[src/rtl/arb_pkg.sv]
// Shared defaults and width helper for the request issuer and its paired arbiter.
package arb_pkg;

    localparam int N_DEF     = 8;
    localparam int DEPTH_DEF = 4;

    typedef enum logic [1:0] {
        CNT_HOLD = 2'b00,
        CNT_DEC  = 2'b01,
        CNT_INC  = 2'b10,
        CNT_BOTH = 2'b11
    } cnt_op_e;

    // Width needed to hold a pending count from 0 up to and including depth.
    function automatic int cnt_width(input int depth);
        return $clog2(depth + 1);
    endfunction

endpackage

[src/rtl/req_chan.sv]
// One request channel: pending-event counter, in-flight tracking and served/drop pulses.
module req_chan
    import arb_pkg::*;
#(
    parameter int DEPTH = DEPTH_DEF,
    parameter int CW    = cnt_width(DEPTH)
) (
    input  logic          clk,
    input  logic          reset,
    input  logic          event_in,
    input  logic          grant,
    input  logic          stall,
    output logic          request,
    output logic          infl,
    output logic          served,
    output logic          drop,
    output logic [CW-1:0] cnt
);

    localparam logic [CW-1:0] FULL = CW'(DEPTH);
    localparam logic [CW-1:0] ONE  = CW'(1);

    logic [CW-1:0] cnt_r;
    logic [CW-1:0] cnt_next_s;
    logic          infl_r;
    logic          served_r;
    logic          drop_r;
    logic          valid_grant_s;
    logic          accept_s;
    cnt_op_e       op_s;

    assign request = (cnt_r != {CW{1'b0}}) & ~infl_r;
    assign infl    = infl_r;
    assign served  = served_r;
    assign drop    = drop_r;
    assign cnt     = cnt_r;

    // A grant only counts when it matches a latched request; it also frees a slot for a same-cycle event.
    always_comb begin
        valid_grant_s = grant & infl_r;
        accept_s      = event_in & ((cnt_r < FULL) | valid_grant_s);
        op_s          = cnt_op_e'({accept_s, valid_grant_s});
        case (op_s)
            CNT_INC: cnt_next_s = cnt_r + ONE;
            CNT_DEC: cnt_next_s = cnt_r - ONE;
            default: cnt_next_s = cnt_r;
        endcase
    end

    // Channel state; infl ends high when a grant and a new latch coincide.
    always_ff @(posedge clk) begin
        if (reset) begin
            cnt_r    <= {CW{1'b0}};
            infl_r   <= 1'b0;
            served_r <= 1'b0;
            drop_r   <= 1'b0;
        end else begin
            cnt_r    <= cnt_next_s;
            infl_r   <= (infl_r & ~valid_grant_s) | (request & ~stall);
            served_r <= valid_grant_s;
            drop_r   <= event_in & ~accept_s;
        end
    end

endmodule

[src/rtl/req_issuer.sv]
// N independent request channels feeding an arbiter, with a sticky spurious-grant flag.
module req_issuer
    import arb_pkg::*;
#(
    parameter int N     = N_DEF,
    parameter int DEPTH = DEPTH_DEF
) (
    input  logic                             clk,
    input  logic                             reset,
    input  logic [N-1:0]                     event_in,
    output logic [N-1:0]                     request,
    input  logic [N-1:0]                     grant,
    input  logic                             stall,
    output logic [N-1:0]                     served,
    output logic [N-1:0]                     drop,
    output logic                             grant_err,
    output logic [N*cnt_width(DEPTH)-1:0]    pend_cnt
);

    localparam int CW = cnt_width(DEPTH);

    logic [N-1:0] infl_s;
    logic         grant_err_r;

    assign grant_err = grant_err_r;

    for (genvar i = 0; i < N; i++) begin : g_chan
        req_chan #(
            .DEPTH (DEPTH),
            .CW    (CW)
        ) u_chan (
            .clk      (clk),
            .reset    (reset),
            .event_in (event_in[i]),
            .grant    (grant[i]),
            .stall    (stall),
            .request  (request[i]),
            .infl     (infl_s[i]),
            .served   (served[i]),
            .drop     (drop[i]),
            .cnt      (pend_cnt[i*CW +: CW])
        );
    end

    // Any grant landing on a channel with nothing in flight latches the error until reset.
    always_ff @(posedge clk) begin
        if (reset) begin
            grant_err_r <= 1'b0;
        end else begin
            grant_err_r <= grant_err_r | (|(grant & ~infl_s));
        end
    end

endmodule

[config.mk]
export PLATFORM = sky130hd
export DESIGN_NAME = req_issuer
export DESIGN_NICKNAME = d
export VERILOG_FILES = /design/src/rtl/arb_pkg.sv /design/src/rtl/req_chan.sv /design/src/rtl/req_issuer.sv
export SDC_FILE = /design/constraint.sdc
export NUM_CORES = 1
export LEC_CHECK = 0
export BUFFER_PORTS_ARGS = -buffer_cell sky130_fd_sc_hd__clkbuf_2
export CAP_MARGIN = 30
export CORE_MARGIN = 2
export CORE_UTILIZATION = 56
export DETAILED_ROUTE_END_ITERATION = 7
export GPL_TIMING_DRIVEN = 1
export PLACE_DENSITY = 0.93
export RECOVER_POWER = 100
export SLEW_MARGIN = 30
export SYNTH_ARGS = -nofsm -noshare
export SYNTH_HDL_FRONTEND = slang
export SYNTH_SLANG_ARGS = --single-unit
[constraint.sdc]
create_clock -name clk -period 3.3 [get_ports clk]
set_clock_uncertainty 0.2 [all_clocks]
set_input_delay 0 -clock clk [delete_from_list [all_inputs] [get_ports clk]]
set_output_delay 0 -clock clk [all_outputs]
set_load 0.01 [all_outputs]
## Word-level counts from Yosys, hierarchy flattened

Cells that the tools add are included.

- Word-level logic and storage cells: 190
- Input port bits: 19
- Output and inout port bits: 49
- Bits in registers: 49

- Muxes and demuxes: 8
- Add/sub/neg operators: 16
- Bitwise operators: 92
- $lt $le $gt $ge: 8
- Equality and inequality tests: 16
- Reductions and logical operators: 17

Operators with widths:

| kind | number |
|---|---|
| AND 1 bit | 48 |
| one-hot mux 3 bit (2 select lines) | 8 |
| inverter 1 bit | 25 |
| adder 3 x 1 -> 3 bit (second input constant) | 8 |
| less-than comparator 3 bit (second input constant) | 8 |
| nonzero test 3 bit | 8 |
| subtractor 3 x 1 -> 3 bit (second input constant) | 8 |
| bitwise OR 1 bit | 17 |
| equality test 2 x 1 -> 1 bit (second input constant) | 8 |
| equality test 2 bit (second input constant) | 8 |
| nonzero test 2 bit | 8 |
| AND 8 bit | 1 |
| inverter 8 bit | 1 |
| OR reduction 8 bit | 1 |

## Longest topological paths before layout

- Depth after elaboration: 5
- Depth in mapped cells: 9
- Depth with buffers taken out: 9

## Hierarchy

Synthesis repeated with hierarchy kept, for this count alone.

- Cells, all modules: 261
- Area total of the unflattened synthesis: 2225.9 µm²

Modules (own cells, without submodules):

| module | cells each | area each (µm²) | sequential area each (µm²) | instances |
|---|---|---|---|---|
| req_chan | 31 | 266.5 | 120.1 | 8 |
| req_issuer | 13 | 93.8 | 20.0 | 1 |

## Least setup slack after synthesis

Ideal clock, no wire load.

- Path kind: reg-to-reg
- Start: register g_chan[5].u_chan.cnt_r[2]
- End: register g_chan[5].u_chan.cnt_r[2]
- Setup slack: 1.325 ns
- Cell stages (with the launch flop): 9
- Period minus slack after synthesis: 1.975 ns
- Data required time: 3.029 ns
- Data arrival time: 1.704 ns
- Path through: dfxtp_1 nand2_1 nand2_1 ha_1 inv_1 fa_1 xor2_1 or3_1 a21oi_1

- Cells in the longest elaborated chain, start to end: 5
- Elaborated cells between the ends (all ways): 9
- Classes of those cells: add/sub (2); order compare (1); eq/ne (2); mux (1); bitwise (2); reduce/logical (1)

Ends and longest elaborated chain:

| element | RTL line | text |
|---|---|---|
| from (decl) | req_chan.sv:23 | `logic [CW-1:0] cnt_r;` |
| from (signal assigned) | req_chan.sv:53 | `cnt_r <= {CW{1'b0}};` |
| from (signal assigned) | req_chan.sv:58 | `cnt_r <= cnt_next_s;` |
| less-than comparator 3 bit | req_chan.sv:41 | `accept_s = event_in & ((cnt_r < FULL) \| valid_grant_s);` |
| bitwise OR 1 bit | req_chan.sv:41 |  |
| AND 1 bit | req_chan.sv:41 |  |
| equality test 2 x 1 -> 1 bit or equality test 2 bit (tied branches) | req_chan.sv:43 | `case (op_s)` |
| one-hot mux 3 bit (2 select lines) or nonzero test 2 bit (tied branches) | n/a |  |

Several ways; a longest one is shown, not always the timed one.
A chain may end at the register's enable or synchronous reset.

## Final worst setup path

- Start: input reset
- End: register g_chan[4].u_chan.drop_r

RTL lines:

| element | RTL line | text |
|---|---|---|
| from (decl) | req_issuer.sv:9 | `input logic reset,` |
| to (signal assigned) | req_chan.sv:61 | `drop_r <= event_in & ~accept_s;` |
| to (decl) | req_chan.sv:27 | `logic drop_r;` |

No word-level cell between the ends.

==> flow_summary.yaml <==
routing:
  postRouteWirelength_um: 4820
  routed.top_layer: "met4"
  antenna_left: 0
  firstDrtPassIters: 5
  vias: 2033
  drc_errors: 0
  wl_met3_um: 192
  drt_iter0_markers: 77
  via_per_inst: 4.96
  drt-met1-wl_um: 2120
  routedWlPerCell_um: 11.8
  wl_met2_um: 2460
synth:
  synth_cells: 290
  synth_cell_types: 20
  synth.avg_cell_area_um2: 8.37
  synthesis.area_mm2: 0.00243
  yosys_warnings: 0
  ys_ff_latch: 49
  synth.yosys.seq_area_share: 0.404
  syn_nets: 325
timing:
  final_hold_viol_count: 0
  tightest_slew_ns: 2.07
  period_share: 0.704
  slew-limit-headroom: -0.382
  fin_tns_setup_ns: 0
  finalSetupViolCount: 0
  fmax_mhz: 430
  hold_ws_ns: 0.317
  finalWorstPathRequiredPeriod_ns: 2.32
  drv_slew: 50
  rsz0062_at_grt: "false"
final_layout:
  layout_commonest_cell: "clkbuf_1"
  diodes: 0
  n_fill_cell: 351
  final_layout_size_suffix_gt1_frac: 0.0472
  layout_common_cells: "clkbuf_1, dfxtp_1, nor2_1"
  areaGrowthSynthToFinish_pct: 19.0
  final_core_util: 0.707
  multiInputGateArea_mm2: 0.00111
  nets: 395
  regArea_um2: 981
floorplan:
  die_area_mm2: 0.00488
  num_rows: 23
  pin_count: 68
  initial_core_util: 0.594
  die_w_um: 69.8
  core_area_mm2: 0.00409
  die_h_um: 69.8
critical_path:
  r2r_start: "g_chan[3].u_chan.infl"
  critPathLaunch: "reset"
  reg2reg_slack_ns: 1.14
  critPathMaxFanout: 49
  reg2reg_to: "g_chan[3].u_chan.cnt[2]"
  endpoint: "g_chan[4].u_chan.drop"
  crit_type: "in -> reg"
  r2r_cells: 9
  worst-endpoint-arrival_ns: 2.30
  end_kind: "register"
  crit_required_ns: 3.28
  cp-start-kind: "input pin"
power_and_ir_drop:
  total_leakage_power_nw: 1.19
  vdd_ir_drop_max_mv: 0.446
  cellPowerDensity_mw_per_mm2: 513
  power_frac_seq: 0.485
  p_comb_frac: 0.283
  p_int_mw: 0.996
  p_clk_frac: 0.232
  swShare: 0.328
  power.switching_mw: 0.487
global_routing:
  grt_max_degree: 50
  grt_pass1_vias: 1944
  grt_pass1_wl_um: 8240
  grt-ovfl-total: 0
  gr-usage-all-layers: 0.208
  antenna_found_initial: 0
cts:
  cts_made_buffers: 5
  clock_insertion_delay_worst_skew_ns: 0.29
  clk_pin_slew_ns: 0.08
  root_buffer: "clkbuf_8"
  cts_max_path_buffers: 2
  post_cts_resize_count: 0
  cts_sinks: 49
  ctsHtreeMaxLevel: 2
  cts_tree: "done"
place:
  dp.final_hpwl_um: 3360
  io_buffers: 67
  gp_congestion: 0.813
outcome:
  status: "finished with violations"
  violations: "capacitance limit, slew limit"
job:
  maxCapViolations: 1
min_path:
  hold_path_class: "reg -> reg"
[worst max-delay path, stage by stage]
cell and delay (ns):
clkbuf_1 1.45, nor3b_1 0.18, dlygate4sd3_1 0.65
[kinds of logic (layout without fill, tap and decap cells)]
logic type / count (synthesis) / in the layout / share of synthesized area
AO/OA/AOI/OAI: 36 / 36 / 0.0809
XOR/XNOR: 16 / 16 / 0.0577
adder cells (fa/ha/maj): 16 / 16 / 0.107
buffers and inverters: 66 / 136 / 0.140
flip-flops: 49 / 49 / 0.404
AND/OR/NAND/NOR: 107 / 107 / 0.210
[layer usage]
layer	up-vias	track usage
li1	1035	-
met1	946	0.243
met2	48	0.382
met3	4	0.0494
met4	0	0.0491
met5	-	0
[worst min path at each step]
| stage | startpoint | to | depth (start not counted) |
|---|---|---|---|
| 3_5_place_dp | event_in[2] | g_chan[2].u_chan.drop | 2 |
| 6_report | grant_err | grant_err | 2 |
| 3_3_place_gp | event_in[4] | g_chan[4].u_chan.drop | 2 |
| 2_1_floorplan | grant[2] | g_chan[2].u_chan.served | 2 |
| 5_1_grt | g_chan[3].u_chan.infl | g_chan[3].u_chan.infl | 2 |
| 4_1_cts | reset | g_chan[2].u_chan.served | 2 |
[registers in the layout, summed over array words and instances (netlist names)]
signal                count
g_chan.u_chan.cnt        24
g_chan.u_chan.drop        8
g_chan.u_chan.infl        8
g_chan.u_chan.served      8
grant_err                 1
[cells in the mapped netlist]
cell type | n | area, um2
a2111oi_2 | 1 | 15.0
a21oi_1 | 25 | 125
a222oi_1 | 1 | 10.0
a31oi_1 | 1 | 6.26
buf_2 | 2 | 10.0
buf_4 | 24 | 180
clkbuf_1 | 3 | 11.3
dfxtp_1 | 49 | 981
fa_1 | 8 | 160
ha_1 | 8 | 100
inv_1 | 37 | 139
nand2_1 | 24 | 90.1
nand2b_1 | 8 | 50.1
nor2_1 | 40 | 150
nor2b_1 | 3 | 18.8
nor3_1 | 8 | 40.0
nor3b_1 | 8 | 60.1
o21ai_0 | 8 | 40.0
or3_1 | 16 | 100
xor2_1 | 16 | 140
[area by class of cell]
cell class,instances,share of cell area
inverter,37,0.0481
tap,50,0.0217
multi-input combinational,175,0.383
timing repair buffer,92,0.178
sequential,49,0.340
clock buffer,7,0.0299
[power by group through the flow]
stage / Sequential (mW) / Clock (mW) / Combinational (mW)
detailed placement: 0.732 / 0 / 0.423
global route: 0.732 / 0.379 / 0.479
floorplan: 0.743 / 0 / 0.312
global placement: 0.729 / 0 / 0.407
CTS: 0.718 / 0.363 / 0.445
finish: 0.719 / 0.344 / 0.420
[repair_timing]
action	in CTS	in global routing
endpoints found under the setup margin	0	0
hold buffers	25	0
buffers inserted	0	0
endpoints found under the hold margin	25	0
[metrics by stage]
| stage | worst slack, ns | instances | total power, mW | area, um2 |
|---|---|---|---|---|
| final | 0.977 | 410 | 1.48 | 2890 |
| after global routing | 0.710 | 410 | 1.59 | 2890 |
| after CTS | 1.17 | 410 | 1.53 | 2960 |
| after detailed placement | 1.20 | 378 | 1.15 | 2620 |
| after global placement | 1.25 | 378 | 1.14 | 2620 |
| after floorplan | 1.32 | 290 | 1.06 | 2430 |
Note: power is estimated with default switching activity, not from simulation.
